`src/rtl/mem_bus_arbiter_pkg.sv`:
```
// rtl/mem_bus_arbiter_pkg.sv - shared state encoding and constants for the memory bus arbiter
package mem_bus_arbiter_pkg;

   typedef enum logic [1:0] {
      S_IDLE = 2'd0,
      S_XFER = 2'd1,
      S_RESP = 2'd2
   } state_t;

   localparam logic M0 = 1'b0;
   localparam logic M1 = 1'b1;

   // Read data returned alongside a timeout error.
   localparam logic [31:0] ERR_RDATA = 32'h0;

endpackage

```
`src/rtl/mem_bus_arbiter_rr_pick2.sv`:
```
// rtl/mem_bus_arbiter_rr_pick2.sv - two-way round-robin pick; a tie goes to the master not granted last
module rr_pick2
   import mem_bus_arbiter_pkg::*;
(
   input  logic [1:0] req,
   input  logic       last_gnt,
   output logic       gnt_valid,
   output logic       gnt_idx
);

   always_comb begin
      gnt_valid = |req;
      gnt_idx   = M0;
      if (req == 2'b11) begin
         gnt_idx = ~last_gnt;
      end else if (req[1]) begin
         gnt_idx = M1;
      end
   end

endmodule

```
`src/rtl/mem_bus_arbiter.sv`:
```
// rtl/mem_bus_arbiter.sv - shares one data bus between CPU (M0) and DMA (M1)
// Round-robin grant, one transfer in flight, slave wait states, timeout error.
module mem_bus_arbiter
   import mem_bus_arbiter_pkg::*;
#(
   parameter int ADDR_W  = 32,
   parameter int DATA_W  = 32,
   parameter int TIMEOUT = 16,
   parameter int CNT_W   = 5
) (
   input  logic              clk,
   input  logic              reset,

   input  logic              m0_req,
   input  logic              m0_we,
   input  logic [ADDR_W-1:0] m0_addr,
   input  logic [DATA_W-1:0] m0_wdata,
   output logic              m0_ack,
   output logic [DATA_W-1:0] m0_rdata,
   output logic              m0_err,
   output logic              m0_stall,

   input  logic              m1_req,
   input  logic              m1_we,
   input  logic [ADDR_W-1:0] m1_addr,
   input  logic [DATA_W-1:0] m1_wdata,
   output logic              m1_ack,
   output logic [DATA_W-1:0] m1_rdata,
   output logic              m1_err,

   output logic              bus_valid,
   output logic              bus_we,
   output logic [ADDR_W-1:0] bus_addr,
   output logic [DATA_W-1:0] bus_wdata,
   input  logic              bus_ready,
   input  logic [DATA_W-1:0] bus_rdata
);

   localparam logic [CNT_W-1:0] TO_LAST = CNT_W'(TIMEOUT - 1);

   state_t              state_q, state_d;
   logic                last_gnt_q, last_gnt_d;
   logic                owner_q, owner_d;
   logic                we_q, we_d;
   logic [ADDR_W-1:0]   addr_q, addr_d;
   logic [DATA_W-1:0]   wdata_q, wdata_d;
   logic [DATA_W-1:0]   rdata_q, rdata_d;
   logic                err_q, err_d;
   logic [CNT_W-1:0]    cnt_q, cnt_d;

   logic                gnt_valid;
   logic                gnt_idx;
   logic                timeout_hit;
   logic                resp_m0;
   logic                resp_m1;

   rr_pick2 u_pick (
      .req       ({m1_req, m0_req}),
      .last_gnt  (last_gnt_q),
      .gnt_valid (gnt_valid),
      .gnt_idx   (gnt_idx)
   );

   // TIMEOUT of 0 disables the limit: the transfer waits for ready forever.
   assign timeout_hit = (TIMEOUT != 0) && (cnt_q == TO_LAST);

   always_ff @(posedge clk or posedge reset) begin
      if (reset) begin
         state_q    <= S_IDLE;
         last_gnt_q <= M1;
         owner_q    <= M0;
         we_q       <= 1'b0;
         addr_q     <= '0;
         wdata_q    <= '0;
         rdata_q    <= '0;
         err_q      <= 1'b0;
         cnt_q      <= '0;
      end else begin
         state_q    <= state_d;
         last_gnt_q <= last_gnt_d;
         owner_q    <= owner_d;
         we_q       <= we_d;
         addr_q     <= addr_d;
         wdata_q    <= wdata_d;
         rdata_q    <= rdata_d;
         err_q      <= err_d;
         cnt_q      <= cnt_d;
      end
   end

   always_comb begin
      state_d    = state_q;
      last_gnt_d = last_gnt_q;
      owner_d    = owner_q;
      we_d       = we_q;
      addr_d     = addr_q;
      wdata_d    = wdata_q;
      rdata_d    = rdata_q;
      err_d      = err_q;
      cnt_d      = cnt_q;
      case (state_q)
         S_IDLE: begin
            if (gnt_valid) begin
               owner_d = gnt_idx;
               // Only contested grants move the round-robin pointer.
               if (m0_req && m1_req) begin
                  last_gnt_d = gnt_idx;
               end
               we_d    = (gnt_idx == M1) ? m1_we    : m0_we;
               addr_d  = (gnt_idx == M1) ? m1_addr  : m0_addr;
               wdata_d = (gnt_idx == M1) ? m1_wdata : m0_wdata;
               cnt_d   = '0;
               state_d = S_XFER;
            end
         end
         S_XFER: begin
            if (bus_ready) begin
               rdata_d = we_q ? '0 : bus_rdata;
               err_d   = 1'b0;
               state_d = S_RESP;
            end else if (timeout_hit) begin
               rdata_d = DATA_W'(ERR_RDATA);
               err_d   = 1'b1;
               state_d = S_RESP;
            end else begin
               cnt_d = cnt_q + 1'b1;
            end
         end
         S_RESP: begin
            state_d = S_IDLE;
         end
         default: begin
            state_d = S_IDLE;
         end
      endcase
   end

   always_comb begin
      bus_valid = (state_q == S_XFER);
      bus_we    = we_q;
      bus_addr  = addr_q;
      bus_wdata = wdata_q;
      resp_m0   = (state_q == S_RESP) && (owner_q == M0);
      resp_m1   = (state_q == S_RESP) && (owner_q == M1);
      m0_ack    = resp_m0;
      m1_ack    = resp_m1;
      m0_rdata  = resp_m0 ? rdata_q : '0;
      m1_rdata  = resp_m1 ? rdata_q : '0;
      m0_err    = resp_m0 & err_q;
      m1_err    = resp_m1 & err_q;
      m0_stall  = m0_req & ~resp_m0;
   end

endmodule

```
`config.mk`:
```
export PLATFORM = sky130hd
export DESIGN_NAME = mem_bus_arbiter
export DESIGN_NICKNAME = d
export VERILOG_FILES = /design/src/rtl/mem_bus_arbiter_pkg.sv /design/src/rtl/mem_bus_arbiter_rr_pick2.sv /design/src/rtl/mem_bus_arbiter.sv
export SDC_FILE = /design/constraint.sdc
export NUM_CORES = 1
export LEC_CHECK = 0
export ABC_AREA = 1
export CORE_MARGIN = 5
export CORE_UTILIZATION = 44
export DETAILED_ROUTE_END_ITERATION = 10
export GPL_TIMING_DRIVEN = 1
export PLACE_DENSITY = 0.95
export SLEW_MARGIN = 20
export SYNTH_ARGS = -nofsm -noshare
export SYNTH_HDL_FRONTEND = slang
export SYNTH_SLANG_ARGS = --single-unit
```
`constraint.sdc`:
```
create_clock -name clk -period 5.16 [get_ports clk]
set_input_delay 0.774 -clock clk [delete_from_list [all_inputs] [get_ports clk]]
set_output_delay 0.774 -clock clk [all_outputs]
set_load 0.01 [all_outputs]
```
# == Word-level counts from Yosys, hierarchy flattened ==
# Index checks and enable logic that the tools add are counted.
# totals
word_cells,56
regBits,107
inputBits,167
out_inout_bits,135
# classes
bitwise,6
n_reduce_logical,12
n_eq_ne,8
n_mux,20
n_addsub,1
# op_table
cell,n
32-bit two-way mux,7
5-bit two-way mux,3
5-bit one-hot mux with 2 select lines,1
2-bit two-way mux,3
"2-bit inequality test, second input constant",3
2-bit AND reduction,3
"5-bit by 1-bit adder with 5-bit output, second input constant",1
"5-bit by 4-bit equality test with 1-bit output, second input constant",1
1-bit two-way mux,5
"2-bit equality test, second input constant",2
2-bit one-hot mux with 2 select lines,1
4-bit AND reduction,1
2-bit nonzero test,2
1-bit bitwise AND,3
1-bit logical AND,3
"3-bit by 1-bit inequality test with 1-bit output, second input constant",1
1-bit NOT,3
3-bit AND reduction,1
"2-bit by 1-bit equality test with 1-bit output, second input constant",1
2-bit logical NOT,1
2-bit OR reduction,1

# == Depth between registers and ports, before layout ==
# logic_depth
depth_word,4
mapped_depth,11
mapped_depth_nobuf,9

# == Modules after synthesis ==
# A second synthesis with hierarchy kept.
# hier_totals
hier_cells,632
area_unflattened_um2,5275.1
# by_module_without_submodules
module,area_per_inst_um2,cells_per_inst,instances,seq_area_each_um2
mem_bus_arbiter,5260.0,629,1,2678.8
rr_pick2,15.0,3,1,0.0

# == Worst setup path before layout ==
# No wires, ideal clock.
# synth_path
path_kind,register to output
start,reg state_q[0]
end,out m1_rdata[22]
t_required_ns,4.386
arrival_time_ns,1.044
setup_slack_ns,3.342
path_buffers,1
stages_incl_launch_ff,5
cell_sequence,dfrtp_1 > inv_2 > nand3_1 > clkbuf_1 > nor2_1
# synth_between
elab_chain_cells,3
# synth_lines
item,line,text
from (decl),mem_bus_arbiter.sv:41,"state_t state_q, state_d;"
from (signal assigned),mem_bus_arbiter.sv:79,state_q <= state_d;
2-bit equality test,mem_bus_arbiter.sv:144,resp_m1 = (state_q == S_RESP) && (owner_q == M1);
1-bit logical AND,mem_bus_arbiter.sv:144,
32-bit two-way mux,mem_bus_arbiter.sv:148,m1_rdata = resp_m1 ? rdata_q : '0;
to (decl),mem_bus_arbiter.sv:28,"output logic [DATA_W-1:0] m1_rdata,"
# Every way passes these cells.

# == Worst setup path in the final report ==
# layout_path
start,in m0_req
end,out m0_stall
# layout_between
elab_chain_cells,1
# layout_lines
item,line,text
from (decl),mem_bus_arbiter.sv:14,"input logic m0_req,"
1-bit bitwise AND,mem_bus_arbiter.sv:151,m0_stall = m0_req & ~resp_m0;
to (decl),mem_bus_arbiter.sv:21,"output logic m0_stall,"
# Every way passes these cells.

==> reports/metrics.yaml <==
synthesis:
  syn_area_per_cell_um2: 7.22
  synth-seq-area-share_pct: 45.6
  synthDistinctLibCells: 20
  ys_top_cells_by_area: "dfrtp_1 (45%), nand2_1 (18%), nand3b_1 (8.4%), inv_1 (7.3%), nand3_1 (6.2%)"
  synth_area_leader_cell: "dfrtp_1"
  yosysTopAreaCellShare_pct: 45.2
  yosysWarnings: 0
  synth_seq_cells: 107
  synthCells: 813
  syn_area_um2: 5870
  syn_nets: 982
worst_setup_path:
  start_kind: "primary input"
  path_cells: "clkdlybuf4s50_1 -> nand2_1 -> inv_1 -> clkdlybuf4s50_1"
  endpoint_kind: "output pin"
  slowest_stage: "clkdlybuf4s50_1"
  crit_top_cell: "clkdlybuf4s50_1"
  crit_type: "primary input to output pin"
  worstPathBufferInverterCount: 3
  max_stage_delay_ns: 0.59
  critical-path-top-delay-family: "buffers and inverters"
  cp_data_required_time_ns: 4.39
  crit_path_max_fanout: 5
  arrival_ns: 2.07
drt:
  via_per_inst: 4.93
  wl_met3_um: 1830
  wl_met2_um: 9310
  wl_met1_um: 7180
  wl_um: 18800
  wl_per_cell_um: 14.9
  first_pass_iters: 5
  postRouteAntennaNets: 0
  drt-initial-drc-count: 335
  routed.top_layer: "met4"
  vias: 6232
  drc: 0
layout:
  fin_cells: 1263
  areaGrowthSynthToFinish_pct: 55.5
  n_fill_cell: 1000
  final_area_um2: 9130
  final_common_cell: "clkdlybuf4s50_1"
  final_cell_mix: "clkdlybuf4s50_1 (300), nand2_1 (282), inv_1 (113)"
  drive_above_1_share_pct: 3.22
  antennaDiodeCount: 0
  final_nets: 1251
die:
  coreArea_um2: 13100
  rows: 42
  dieArea_um2: 15800
  fp.dieW_um: 126
  dieHeight_um: 126
  ios: 302
  initial_core_util_pct: 44.7
clock_network:
  clock_latency_ns: 0.33
  cts_sinks: 107
  cts_buffers: 9
  cts.repair_timing.setup_buffer_count: 0
  cts-htree-levels: 3
  clock_path_buffers: 2
  clockRootBuffer: "clkbuf_16"
  clk_pin_slew_ns: 0.07
  cts_resized: 0
  cts_tree: "built"
  ctsHoldBuffers: 0
sta:
  fin_crit_ns: 2.84
  setup-tns-final_ns: 0
  hold_viol_final: 0
  slew_violations: 0
  fin_worst_skew_ns: 0.00647
  fmax_ghz: 0.352
  relSlewSlack_pct: 42.1
  rsz0062_at_grt: "false"
  period_share_pct: 55.0
  worst_slew_pin_slew_ns: 0.869
  finalSetupViolations: 0
place:
  place.gp.congestion: 0.824
  portBuffers: 301
  placed_cells: 1247
  place_area_um2: 8860
  place.detailed.hpwl_um: 13600
grt:
  grt_max_degree: 72
  track_usage_pct: 23.1
  overflow: 0
  grt_pass1_wl_um: 29900
  antenna_found_initial: 0
  grt_pass1_vias: 6059
run:
  drv_cap: 0
pwr:
  leakage_nw: 4.30
  vdd_drop_max_mv: 0.219
  powerDensity_nw_per_um2: 446
status:
  outcome: "completed"
hold_path:
  holdCritPathClass: "flop to flop"
[worst reg2reg max path: stages (launching register included)]
cell and delay [ns]:
dfrtp_1 0.43, ha_1 0.23, nand2_1 0.09, nor2_1 0.05
ha_1 0.17, nor2_1 0.12, inv_1 0.09, nand2_4 0.47
nand2_1 0.15, o21ai_1 0.12
[final timing paths]
check | start | to | slack, ns | cells after the start
min reg2reg | bus_addr[22] | bus_addr[22] | 0.48 | 2
max | m0_req | m0_stall | 2.32 | 4
min | bus_addr[22] | bus_addr[22] | 0.48 | 2
min in group asynchronous | reset | rdata_q[6] | 0.96 | 2
max in group asynchronous | reset | bus_wdata[27] | 3.14 | 3
max reg2reg | cnt_q[0] | rdata_q[19] | 3.15 | 9
[flip-flops by register name, indices dropped and copies added (netlist names)]
signal      cells
bus_wdata      32
state_q         2
bus_addr       32
err_q           1
last_gnt_q      1
bus_we          1
cnt_q           5
owner_q         1
rdata_q        32
[metal layers]
metal / global-route usage, % / up-vias
met3: 7.29 / 39
met2: 39.8 / 302
met4: 7.59 / 0
met1: 27.3 / 2883
met5: 0 / -
li1: - / 3008
[synthesized netlist by cell type]
cell type	count
nand2_1	285
inv_1	114
dfrtp_1	106
nor2_1	74
nand3_1	73
nand3b_1	66
o21ai_1	32
buf_2	31
buf_6	9
buf_4	6
clkbuf_1	5
ha_1	2
inv_2	2
o21ai_0	2
a21oi_1	1
buf_1	1
dfstp_2	1
nand2_2	1
nand4_1	1
nor2_4	1
[power breakdown]
group | internal [W] | switching [W] | total [W] | leakage (nW)
logic | 0.000917 | 0.00105 | 0.00197 | 2.82
registers | 0.00124 | 0.000233 | 0.00148 | 1.35
clock network | 0.000327 | 0.000300 | 0.000627 | 0.130
total | 0.00249 | 0.00159 | 0.00407 | 4.30
[through the flow]
step / power [W] / hold WS (ns) / utilization (%) / setup WS [ns]
final: 0.00407 / 0.479 / 69.5 / 2.32
after global placement: 0.00338 / 0.462 / 67.5 / 2.36
after CTS: 0.00411 / 0.482 / 69.5 / 2.33
after global routing: 0.00437 / 0.494 / 69.5 / 2.32
after detailed placement: 0.00345 / 0.464 / 67.5 / 2.28
after floorplan: 0.00252 / 0.459 / - / 1.57
[logic make-up after synthesis]
logic type / count (synthesis) / synth area share, %
compound gates: 35 / 2.98
fa+ha+maj: 2 / 0.426
buf+inv: 168 / 12.9
flops: 107 / 45.6
simple gates: 501 / 38.0
[final cells by class]
| type | count | area (um^2) | share of cell area [%] |
|---|---|---|---|
| inverter | 116 | 438 | 4.80 |
| multi-input combinational | 538 | 2450 | 26.9 |
| tap | 176 | 220 | 2.41 |
| timing repair buffer | 310 | 3080 | 33.7 |
| clock buffer | 11 | 233 | 2.55 |
| clock inverter | 5 | 31.3 | 0.343 |
| sequential | 107 | 2680 | 29.3 |
Power figures use the tool's default switching activity.
